<file path="src/rtl/irq_pkg.sv">
// Shared sizing and FSM state encoding for the priority interrupt controller.
package irq_pkg;
    localparam int NUM_SRC = 4;
    localparam int DATA_W  = 8;
    localparam int IDX_W   = 2;

    typedef enum logic [1:0] {
        IDLE    = 2'd0,
        REQ     = 2'd1,
        SERVICE = 2'd2
    } state_e;
endpackage

</file>
<file path="src/rtl/priority_irq_ctrl_if.sv">
// CPU-side request/acknowledge handshake of the interrupt controller.
interface priority_irq_ctrl_if;
    import irq_pkg::*;

    logic              irq_o;
    logic [IDX_W-1:0]  vec_o;
    logic [DATA_W-1:0] data_o;
    logic              busy_o;
    logic              ack_i;
    logic              eoi_i;

    modport master (output irq_o, vec_o, data_o, busy_o, input ack_i, eoi_i);
    modport slave  (input irq_o, vec_o, data_o, busy_o, output ack_i, eoi_i);
endinterface

</file>
<file path="src/rtl/irq_prio_enc.sv">
// Fixed-priority encoder: highest set bit wins, bit 3 highest.
module irq_prio_enc
    import irq_pkg::*;
(
    input  logic [NUM_SRC-1:0] req_i,
    output logic [IDX_W-1:0]   idx_o,
    output logic               valid_o
);
    always_comb begin
        idx_o   = '0;
        valid_o = 1'b0;
        unique case (req_i) inside
            4'b1???: begin idx_o = 2'd3; valid_o = 1'b1; end
            4'b01??: begin idx_o = 2'd2; valid_o = 1'b1; end
            4'b001?: begin idx_o = 2'd1; valid_o = 1'b1; end
            4'b0001: begin idx_o = 2'd0; valid_o = 1'b1; end
            4'b0000: begin idx_o = 2'd0; valid_o = 1'b0; end
        endcase
    end
endmodule

</file>
<file path="src/rtl/priority_irq_ctrl.sv">
// Edge-triggered pending register feeding a non-preemptive IDLE/REQ/SERVICE grant FSM.
//
// state   | meaning
// IDLE    | no request outstanding; arbitrate over pending & mask each cycle
// REQ     | irq_o high, vec_o/data_o frozen, waiting for ack_i
// SERVICE | busy_o high, CPU handling vec_o, waiting for eoi_i
module priority_irq_ctrl
    import irq_pkg::*;
(
    input  logic                clk_i,
    input  logic                rst_ni,
    input  logic [NUM_SRC-1:0]  irq_i,
    input  logic [NUM_SRC-1:0]  mask_i,
    input  logic [DATA_W-1:0]   data3_i,
    input  logic [DATA_W-1:0]   data2_i,
    input  logic [DATA_W-1:0]   data1_i,
    input  logic [DATA_W-1:0]   data0_i,
    output logic [NUM_SRC-1:0]  pending_o,
    priority_irq_ctrl_if.master cpu
);
    state_e            state_q, state_d;
    logic [NUM_SRC-1:0] irq_q;
    logic               armed_q;
    logic [NUM_SRC-1:0] pending_q, pending_d;
    logic               irq_out_q, irq_out_d;
    logic               busy_q, busy_d;
    logic [IDX_W-1:0]   vec_q, vec_d;
    logic [DATA_W-1:0]  data_q, data_d;

    logic [NUM_SRC-1:0] rise;
    logic [NUM_SRC-1:0] clr;
    logic [IDX_W-1:0]   grant_idx;
    logic               grant_vld;
    logic [DATA_W-1:0]  data_arr [NUM_SRC];

    // armed_q suppresses the first post-reset sample so lines held high
    // through reset release are not mistaken for a fresh edge.
    assign rise = irq_i & ~irq_q & {NUM_SRC{armed_q}};

    irq_prio_enc u_prio_enc (
        .req_i   (pending_q & mask_i),
        .idx_o   (grant_idx),
        .valid_o (grant_vld)
    );

    always_comb begin
        data_arr[3] = data3_i;
        data_arr[2] = data2_i;
        data_arr[1] = data1_i;
        data_arr[0] = data0_i;
    end

    always_comb begin
        state_d   = state_q;
        irq_out_d = irq_out_q;
        busy_d    = busy_q;
        vec_d     = vec_q;
        data_d    = data_q;
        clr       = '0;
        unique case (state_q)
            IDLE: begin
                if (grant_vld) begin
                    state_d   = REQ;
                    irq_out_d = 1'b1;
                    vec_d     = grant_idx;
                    data_d    = data_arr[grant_idx];
                end
            end
            REQ: begin
                if (cpu.ack_i) begin
                    state_d    = SERVICE;
                    irq_out_d  = 1'b0;
                    busy_d     = 1'b1;
                    clr[vec_q] = 1'b1;
                end
            end
            SERVICE: begin
                if (cpu.eoi_i) begin
                    state_d = IDLE;
                    busy_d  = 1'b0;
                end
            end
            default: begin
                state_d   = IDLE;
                irq_out_d = 1'b0;
                busy_d    = 1'b0;
            end
        endcase
        // A new edge wins over the acknowledge clear of the same bit.
        pending_d = (pending_q & ~clr) | rise;
    end

    always_ff @(posedge clk_i or negedge rst_ni) begin
        if (!rst_ni) begin
            state_q   <= IDLE;
            irq_q     <= '0;
            armed_q   <= 1'b0;
            pending_q <= '0;
            irq_out_q <= 1'b0;
            busy_q    <= 1'b0;
            vec_q     <= '0;
            data_q    <= '0;
        end else begin
            state_q   <= state_d;
            irq_q     <= irq_i;
            armed_q   <= 1'b1;
            pending_q <= pending_d;
            irq_out_q <= irq_out_d;
            busy_q    <= busy_d;
            vec_q     <= vec_d;
            data_q    <= data_d;
        end
    end

    assign pending_o  = pending_q;
    assign cpu.irq_o  = irq_out_q;
    assign cpu.busy_o = busy_q;
    assign cpu.vec_o  = vec_q;
    assign cpu.data_o = data_q;
endmodule

</file>
<file path="src/flat_wrapper.sv">
// flat-port wrapper written by rule: the top's interface ports become plain ports
module priority_irq_ctrl_flat import irq_pkg::*;
  (clk_i, rst_ni, irq_i, mask_i, data3_i, data2_i, data1_i, data0_i, pending_o, cpu_irq_o, cpu_vec_o, cpu_data_o, cpu_busy_o, cpu_ack_i, cpu_eoi_i);
  priority_irq_ctrl_if cpu_i ();
  input  logic clk_i;
  input  logic rst_ni;
  input  logic [NUM_SRC-1:0] irq_i;
  input  logic [NUM_SRC-1:0] mask_i;
  input  logic [DATA_W-1:0] data3_i;
  input  logic [DATA_W-1:0] data2_i;
  input  logic [DATA_W-1:0] data1_i;
  input  logic [DATA_W-1:0] data0_i;
  output logic [NUM_SRC-1:0] pending_o;
  output wire logic [$bits(cpu_i.irq_o)-1:0] cpu_irq_o;
  output wire logic [$bits(cpu_i.vec_o)-1:0] cpu_vec_o;
  output wire logic [$bits(cpu_i.data_o)-1:0] cpu_data_o;
  output wire logic [$bits(cpu_i.busy_o)-1:0] cpu_busy_o;
  input wire logic [$bits(cpu_i.ack_i)-1:0] cpu_ack_i;
  input wire logic [$bits(cpu_i.eoi_i)-1:0] cpu_eoi_i;
  assign cpu_irq_o = cpu_i.irq_o;
  assign cpu_vec_o = cpu_i.vec_o;
  assign cpu_data_o = cpu_i.data_o;
  assign cpu_busy_o = cpu_i.busy_o;
  assign cpu_i.ack_i = cpu_ack_i;
  assign cpu_i.eoi_i = cpu_eoi_i;
  priority_irq_ctrl u_core (.clk_i(clk_i), .rst_ni(rst_ni), .irq_i(irq_i), .mask_i(mask_i), .data3_i(data3_i), .data2_i(data2_i), .data1_i(data1_i), .data0_i(data0_i), .pending_o(pending_o), .cpu(cpu_i));
endmodule
</file>
<file path="config.mk">
export PLATFORM = sky130hd
export DESIGN_NAME = priority_irq_ctrl_flat
export DESIGN_NICKNAME = d
export VERILOG_FILES = /design/src/rtl/irq_pkg.sv /design/src/rtl/priority_irq_ctrl_if.sv /design/src/rtl/irq_prio_enc.sv /design/src/rtl/priority_irq_ctrl.sv /design/src/flat_wrapper.sv
export SDC_FILE = /design/constraint.sdc
export NUM_CORES = 1
export LEC_CHECK = 0
export BUFFER_PORTS_ARGS = -buffer_cell sky130_fd_sc_hd__buf_2
export CAP_MARGIN = 20
export CORE_MARGIN = 2
export CORE_UTILIZATION = 44
export DETAILED_ROUTE_END_ITERATION = 8
export GPL_ROUTABILITY_DRIVEN = 1
export GPL_TIMING_DRIVEN = 1
export PLACE_DENSITY = 0.78
export SLEW_MARGIN = 20
export SYNTH_ARGS = -nofsm -noshare
export SYNTH_HDL_FRONTEND = slang
export SYNTH_HIERARCHICAL = 1
export SYNTH_SLANG_ARGS = --single-unit
</file>
<file path="constraint.sdc">
create_clock -name clk_i -period 2.6 [get_ports clk_i]
set_input_delay 0.52 -clock clk_i [delete_from_list [all_inputs] [get_ports clk_i]]
set_output_delay 0.52 -clock clk_i [all_outputs]
set_load 0.01 [all_outputs]
</file>
Yosys cells after proc, flatten, opt, wreduce, memory -nomap -nowiden

Index checks and enable logic that the tools add are counted.

Reductions and logical operators: 9
Magnitude comparators: 3
Eq/ne operators: 8
Bitwise operators: 10
Muxes and demuxes: 19

Operator list:

| cell                                                                  | count |
|---|---|
| 4-bit bitwise AND                                                     | 4 |
| 8-bit binary-select mux with 2-bit select                             | 1 |
| 8-bit 2-to-1 mux                                                      | 2 |
| 3-bit AND reduction                                                   | 3 |
| 4-bit 2-to-1 mux                                                      | 2 |
| 4-bit NOT                                                             | 2 |
| 2-bit case mux with 4 select lines                                    | 1 |
| 2-bit 2-to-1 mux                                                      | 3 |
| 1-bit case mux with 3 select lines                                    | 2 |
| 2-bit case mux with 3 select lines                                    | 1 |
| 1-bit 2-to-1 mux                                                      | 5 |
| 2-bit by 1-bit == test with 1-bit output, second input constant       | 2 |
| 4-bit by 1-bit == test with 1-bit output, second input constant       | 1 |
| 4-bit logical NOT                                                     | 1 |
| 2-bit inequality test, second input constant                          | 2 |
| 4-bit bitwise OR                                                      | 1 |
| 4-bit OR reduction                                                    | 1 |
| 3-bit by 1-bit == test with 1-bit output, second input constant       | 1 |
| 3-bit >= comparator, second input constant                            | 1 |
| 2-bit by 3-bit < comparator with 1-bit output, second input constant  | 1 |
| 2-bit NOT with 3-bit output                                           | 1 |
| 1-bit demux with 2-bit select                                         | 1 |
| 2-bit == test, second input constant                                  | 1 |
| 2-bit by 1-bit >= comparator with 1-bit output, second input constant | 1 |
| 7 further kinds                                                       | 8 |

Bits of input ports: 44
Bits in registers: 23

Depth between registers and ports, before layout

Gate-level depths: netlist of run 1.

Depth after elaboration: 9
Depth in mapped cells: 7
Depth with buffers taken out: 6

Cells and area by module

The synthesis of run 1 kept the hierarchy.

By module, submodules not included:

| module            | cells each | times used | area each (um2) |
|---|---|---|---|
| priority_irq_ctrl | 82         | 1          | 1121.1 |
| irq_prio_enc      | 4          | 1          | 23.8 |

Worst setup path after synthesis of run 1

No wires, ideal clock.

Path kind: input-to-reg
Start: input mask_i[2]
End: register u_core.data_q[0] (netlist: u_core/cpu.data_o[0])
Stages: 6
Path slack: 643 ps
Setup time: 125 ps
Arrival: 1832 ps
Path through: and2_1 or2_1 or3_1 nor3b_2 buf_4 mux2_4

Longest elaborated chain between the ends: 8

RTL lines:

| element                                                                                               | line                     | source |
|---|---|---|
| from (decl)                                                                                           | flat_wrapper.sv:8        | `input logic [NUM_SRC-1:0] mask_i;` |
| 4-bit bitwise AND (*)                                                                                 | priority_irq_ctrl.sv:41  | `.req_i (pending_q & mask_i),` |
| 4-bit by 1-bit == test with 1-bit output (no source line) / 4-bit logical NOT (equally long branches) | n/a                      |  |
| 2-bit OR reduction (no source line)                                                                   | n/a                      |  |
| 2-bit case mux with 4 select lines (*)                                                                | irq_prio_enc.sv:12       | `unique case (req_i) inside` |
| named net u_core.grant_idx[1]                                                                         | priority_irq_ctrl.sv:32  | `logic [IDX_W-1:0] grant_idx;` |
| 2-bit NOT with 3-bit output (implied by the code) (*)                                                 | priority_irq_ctrl.sv:66  | `data_d = data_arr[grant_idx];` |
| 8-bit binary-select mux with 2-bit select (*)                                                         | priority_irq_ctrl.sv:66  |  |
| 8-bit 2-to-1 mux (implied by the code) (*) (2 in series)                                              | priority_irq_ctrl.sv:66  |  |
| to (signal assigned)                                                                                  | priority_irq_ctrl.sv:111 | `data_q <= data_d;` |
| to (decl)                                                                                             | priority_irq_ctrl.sv:28  | `logic [DATA_W-1:0] data_q, data_d;` |

The timed path passes the listed nets; every way through them passes the cells marked *. The select of a mux whose other input is x is not followed.
A chain may end at the register's enable or synchronous reset.

Worst setup path after layout of run 1

Start: register u_core.pending_q[2] (netlist: u_core/pending_o[2])
End: register u_core.data_q[0] (netlist: u_core/cpu.data_o[0])

Longest elaborated chain between the ends: 8

RTL lines:

| element                                                                                               | line                     | source |
|---|---|---|
| from (decl)                                                                                           | priority_irq_ctrl.sv:24  | `logic [NUM_SRC-1:0] pending_q, pending_d;` |
| from (signal assigned)                                                                                | priority_irq_ctrl.sv:107 | `pending_q <= pending_d;` |
| 4-bit bitwise AND (*)                                                                                 | priority_irq_ctrl.sv:41  |  |
| 4-bit by 1-bit == test with 1-bit output (no source line) / 4-bit logical NOT (equally long branches) | n/a                      |  |
| 2-bit OR reduction (no source line)                                                                   | n/a                      |  |
| 2-bit case mux with 4 select lines (*)                                                                | irq_prio_enc.sv:12       |  |
| named net u_core.grant_idx[1]                                                                         | priority_irq_ctrl.sv:32  |  |
| 2-bit NOT with 3-bit output (implied by the code) (*)                                                 | priority_irq_ctrl.sv:66  |  |
| 8-bit binary-select mux with 2-bit select (*)                                                         | priority_irq_ctrl.sv:66  |  |
| 8-bit 2-to-1 mux (implied by the code) (*) (2 in series)                                              | priority_irq_ctrl.sv:66  |  |

Marked as above.

==> results of run 1 <==
power by group through the flow:
stage | combinational (W) | sequential [W] | clock (W)
floorplan | 0.000519 | 0.000651 | 0
global placement | 0.000743 | 0.000620 | 0
detailed placement | 0.000779 | 0.000619 | 0
CTS | 0.000779 | 0.000616 | 0.000165
global route | 0.000840 | 0.000635 | 0.000179
finish | 0.000766 | 0.000615 | 0.000157
per-layer routing:
metal / up-vias / track usage / part of all wire
li1: 428 / - / -
met1: 439 / 0.233 / 0.41
met2: 43 / 0.280 / 0.51
met3: 2 / 0.0376 / 0.077
met4: 0 / 0.0610 / 0.0079
met5: - / 0 / 0
registers in the layout, indices dropped and copies added (netlist names):
register and cells:
u_core/armed_q 1, u_core/cpu.busy_o 1, u_core/cpu.data_o 8, u_core/cpu.irq_o 1
u_core/cpu.vec_o 2, u_core/irq_q 4, u_core/pending_o 4, u_core/state_q 2
through the flow:
step	util	hold WS, ps
finish	0.599	169
global route	0.599	193
detailed placement	0.588	424
CTS	0.599	175
floorplan	-	224
global placement	0.588	423
area by class of cell:
class                      instances  area (um2)  share of cell area
sequential                        23         576               0.388
clock buffer                       4        26.3              0.0177
timing repair buffer              60         303               0.204
multi-input combinational         56         531               0.358
inverter                           3        11.3             0.00759
tap                               30        37.5              0.0253
cell usage in the layout, fill, tap and decap left out, drive strengths merged, types with 2 or more instances in the layout:
cell,n
o21ai,5
nand3b,4
nand2,11
mux4,8
nand2b,2
mux2,8
and2,4
clkbuf,4
inv,3
a21oi,2
buf,60
o31ai,2
dfrtp,23
worst register-to-register path: cells and delay by family (launching register included):
kind             cells  cell delay (ps)
DFF                  1              370
muxes                1              360
and+or+nand+nor      4             1230
Yosys cell counts, drive strengths merged (2+ instances only):
cell type  count  area [um2]
nand2         11        41.3
o21ai          5        25.0
inv            3        11.3
mux2           8         120
a21oi          2        10.0
nand3b         4        30.0
o31ai          2        15.0
dfrtp         23         576
mux4           8         180
nand2b         2        12.5
buf            3        23.8
and2           4        25.0
path summary, 6_finish.rpt:
path | start | slack [ps] | endpoint
min in group clk_i | irq_i[0] | 330 | u_core/irq_q[0]
worst min register to register | u_core/irq_q[0] | 440 | u_core/pending_o[0]
worst max-delay path | u_core/pending_o[2] | 540 | u_core/cpu.data_o[0]
worst min-delay path | rst_ni | 170 | u_core/irq_q[1]
worst max register to register | u_core/pending_o[2] | 540 | u_core/cpu.data_o[0]
max in group asynchronous | rst_ni | 2100 | u_core/cpu.data_o[6]
kinds of logic after synthesis:
group,Yosys count,share of synthesized area
buffers and inverters,7,0.0339
other,1,0.00328
AND/OR/NAND/NOR,27,0.136
flip-flops,23,0.503
AO/OA/AOI/OAI,12,0.0623
multiplexers,16,0.262
==> impl_metrics.json, run 1 <==
{
  "status": "complete, no violations",
  "switchingPower_w": 0.000546,
  "nFillCells": 237,
  "grt_pass1_vias": 841,
  "period_minus_slack_ps": 2060,
  "final_max_slew_viol_count": 0,
  "critical_path_class": "register to register",
  "clk_latency_ps": 290,
  "worst_pin_slew_ps": 1030,
  "drive_gt1_frac": 0.555,
  "fin_area_mm2": 0.00148,
  "synth_ff_type": "dfrtp_1",
  "dp_hpwl_um": 1890,
  "start_util": 0.462,
  "antennaDiodeCount": 0,
  "final_cells": 176,
  "ir_drop_v": 0.000531,
  "critical-path-top-delay-family": "simple AND/OR/NAND/NOR gates",
  "power_w": 0.00154,
  "cp_max_fo": 11,
  "track_usage": 0.174,
  "finalHoldViolCount": 0,
  "numPortBuffers": 59,
  "detail-route-antenna-nets": 0,
  "num_rows": 18,
  "root_buffer": "clkbuf_4",
  "power_frac_clock": 0.102,
  "syn_area_mm2": 0.00114,
  "via_count": 912,
  "fmax_mhz": 486,
  "gr-total-overflow": 0,
  "synth_seq_cells": 23,
  "grt_max_degree": 24,
  "cts_buffers": 3,
  "core-area_mm2": 0.00248,
  "synth.avg_cell_area_um2": 13.3,
  "ys_async_sr_fraction": 1.00,
  "p_int_w": 0.000992,
  "first_pass_iters": 4,
  "clockBufferDepth": 2,
  "clock_sinks": 23,
  "relSlewSlack": 0.308,
  "cts_max_level": 1,
  "drc_errors": 0,
  "cp.required_ps": 2790,
  "io_pins": 60,
  "placedCellCount": 172,
  "ys_types": 25,
  "hp-class": "input pin to async pin",
  "setup_viol": 0,
  "die_area_mm2": 0.00303,
  "layout_setup_ws_ps": 544,
  "pwr-share-comb": 0.498,
  "ctsResizeCount": 0,
  "die_w_um": 55.0,
  "crit_cells": 5,
  "drtIter0Drc": 10,
  "clk_pin_slew_worst_paths_ps": 120,
  "post-cts-setup-buffer-count": 0,
  "tns_ps": 0,
  "routed_wl_um": 2400,
  "routed_via_density": 5.18,
  "synth_edf_count": 0,
  "arrival_ps": 2250,
  "slowest_delay_ps": 840,
  "final_nets": 191,
  "gp_congestion": 0.830,
  "postCtsHoldBufs": 0,
  "p_leak_nw": 0.732,
  "path_cells": "and2_1 -> or2_1 -> or3_1 -> nor3b_2 -> mux2_4",
  "grt_first_pass_wirelength_um": 3640,
  "seq_power_share": 0.400,
  "areaGrowthSynthToFinish_pct": 29.6,
  "place_ws_ps": 284,
  "drt-wirelength-per-cell_um": 13.6,
  "fin_crit_sh": 0.791,
  "yosysSeqAreaShare": 0.503,
  "drv_cap": 0,
  "fin_skew_ps": 0.996,
  "syn-num-nets": 130,
  "cp_slowest_cell": "nor3b_2",
  "ys_warn_count": 6,
  "r2r_cells": 5,
  "rsz0062_at_grt": "no",
  "crit_path_end_kind": "register",
  "p_per_area_mw_per_mm2": 1040,
  "swShare": 0.355,
  "placed_area_mm2": 0.00146,
  "path_buf_inv": 0,
  "cts_tree": "yes",
  "die_h_um": 55.0,
  "startpoint_type": "register",
  "syn_inst": 86,
  "antenna_found_initial": 0
}
(Power assumes the default switching activity.)
==> run 2, diff against run 1 <==
==> constraint.sdc (replaced) <==
create_clock -name clk_i -period 2.05 [get_ports clk_i]
set_input_delay 0.41 -clock clk_i [delete_from_list [all_inputs] [get_ports clk_i]]
set_output_delay 0.41 -clock clk_i [all_outputs]
set_load 0.01 [all_outputs]
==> run 2 against run 1 <==
  * Count of clock-buffer cells in the layout is the same
  * Via count grew 0.77%
  * Design area grew 2.3%
  * Clock skew grew 0.61 ps
  * Global-route usage shrank 0.27 points
  * Setup slack lost 290 ps
  * Combinational power grew 31%
  * Critical path depth is the same
  * Register-to-register slack lost 290 ps
  * Worst hold slack lost 120 ps
  * Sequential share of layout area shrank 0.86 points
  * Largest cell class unchanged
  * Largest power group unchanged
==> impl_metrics.json, run 2 (same netlist as run 1, synthesis figures left out) <==
{
  "drc_errors": 0,
  "startpoint_type": "register",
  "clk_pin_slew_worst_paths_ps": 120,
  "gp_congestion": 0.791,
  "antenna_found_initial": 0,
  "root_buffer": "clkbuf_4",
  "final_common_cell": "buf_2",
  "cts_tree": "yes",
  "clk_latency_ps": 300,
  "setup_viol": 0,
  "placedCellCount": 174,
  "p_leak_nw": 0.748,
  "final_nets": 193,
  "grt_max_degree": 24,
  "cp_max_fo": 11,
  "fmax_mhz": 556,
  "place_ws_ps": -101,
  "start_util": 0.462,
  "power_w": 0.00199,
  "via_count": 919,
  "dp_hpwl_um": 1820,
  "gr-total-overflow": 0,
  "fin_area_mm2": 0.00152,
  "cp.required_ps": 2250,
  "routed_via_density": 5.16,
  "postCtsHoldBufs": 0,
  "tns_ps": 0,
  "p_per_area_mw_per_mm2": 1310,
  "first_pass_iters": 4,
  "rsz0062_at_grt": "no",
  "ir_drop_v": 0.000786,
  "final_cells": 178,
  "multi_input_area_um2": 537,
  "antennaDiodeCount": 0,
  "die_h_um": 55.0,
  "path_cells": "and2_1 -> or2_1 -> or3_1 -> nor3b_4 -> mux2_4",
  "fin_crit_sh": 0.877,
  "die_w_um": 55.0,
  "critical_path_class": "register to register",
  "reg2reg_slack_ps": 250,
  "layout_setup_ws_ps": 252,
  "path_buf_inv": 0,
  "drive_gt1_frac": 0.561,
  "register_area_um2": 576,
  "largest_reg_flops": 8,
  "crit_path_end_kind": "register",
  "period_minus_slack_ps": 1800,
  "slowest_delay_ps": 590,
  "drt-wirelength-per-cell_um": 12.8,
  "io_pins": 60,
  "hp-class": "input pin to async pin",
  "clock_sinks": 23,
  "final_max_slew_viol_count": 0,
  "cts_max_level": 1,
  "detail-route-antenna-nets": 0,
  "cts_buffers": 3,
  "status": "complete, no violations",
  "nFillCells": 220,
  "relSlewSlack": 0.553,
  "core-area_mm2": 0.00248,
  "finalHoldViolCount": 0,
  "worst_pin_slew_ps": 669,
  "track_usage": 0.171,
  "num_rows": 18,
  "routed_wl_um": 2280,
  "critical-path-top-delay-family": "simple AND/OR/NAND/NOR gates",
  "numPortBuffers": 59,
  "fin_skew_ps": 1.61,
  "drv_cap": 0,
  "areaGrowthSynthToFinish_pct": 32.6,
  "die_area_mm2": 0.00303,
  "grt_first_pass_wirelength_um": 3620,
  "grt_pass1_vias": 838,
  "cp_slowest_cell": "nor3b_4",
  "mostFrequentLayoutCells": "59 x buf_2, 23 x dfrtp_1, 11 x nand2_1, 8 x mux4_2, 8 x mux2_4",
  "drtIter0Drc": 7,
  "placed_area_mm2": 0.00149,
  "clockBufferDepth": 2,
  "arrival_ps": 2000
}
-- run 2: changes by cell type in the layout (fill, tap and decap cells not counted) --
cell | previous run | this run
buf_12 | 0 | 1
buf_4 | 1 | 2
nor3b_2 | 1 | 0
nor3b_4 | 0 | 1
-- run 2: path summary, 6_finish.rpt --
path                                          start                   end  cells after the start
worst max-delay path            u_core/pending_o[2]  u_core/cpu.data_o[5]                      5
worst min-delay path                         rst_ni   u_core/pending_o[1]                      1
worst max register to register  u_core/pending_o[2]  u_core/cpu.data_o[5]                      5
worst min register to register      u_core/irq_q[0]   u_core/pending_o[0]                      1
max in group asynchronous                    rst_ni      u_core/cpu.irq_o                      1
min in group clk_i                         irq_i[0]       u_core/irq_q[0]                      1
-- run 2: report_power, final --
| part | switching (W) | total [W] | internal [W] |
|---|---|---|---|
| clock | 0.000127 | 0.000203 | 0.0000757 |
| combinational | 0.000415 | 0.00100 | 0.000586 |
| sequential | 0.000152 | 0.000788 | 0.000636 |
-- run 2: layout make-up --
class / count / area share
clock buffer: 4 / 0.0173
inverter: 3 / 0.00742
multi-input combinational: 56 / 0.354
sequential: 23 / 0.379
tap: 30 / 0.0247
timing repair buffer: 62 / 0.218
-- run 2: timing repair --
action / CTS / global route
buffers inserted: 0 / 0
endpoints found under the setup margin: 0 / 10
resized for setup: 0 / 1
-- run 2: metrics by stage --
step,hold WS [ps],util
2_1_floorplan,114,-
3_3_place_gp,392,0.599
3_5_place_dp,412,0.599
4_1_cts,67.4,0.610
5_1_grt,76.5,0.613
6_report,51.3,0.613
-- run 2: routing by layer --
layer,GRT usage,share of wire,up-vias
li1,-,-,433
met1,0.225,0.42,441
met2,0.282,0.47,43
met3,0.0349,0.091,2
met4,0.0610,0.012,0
met5,0,0,-
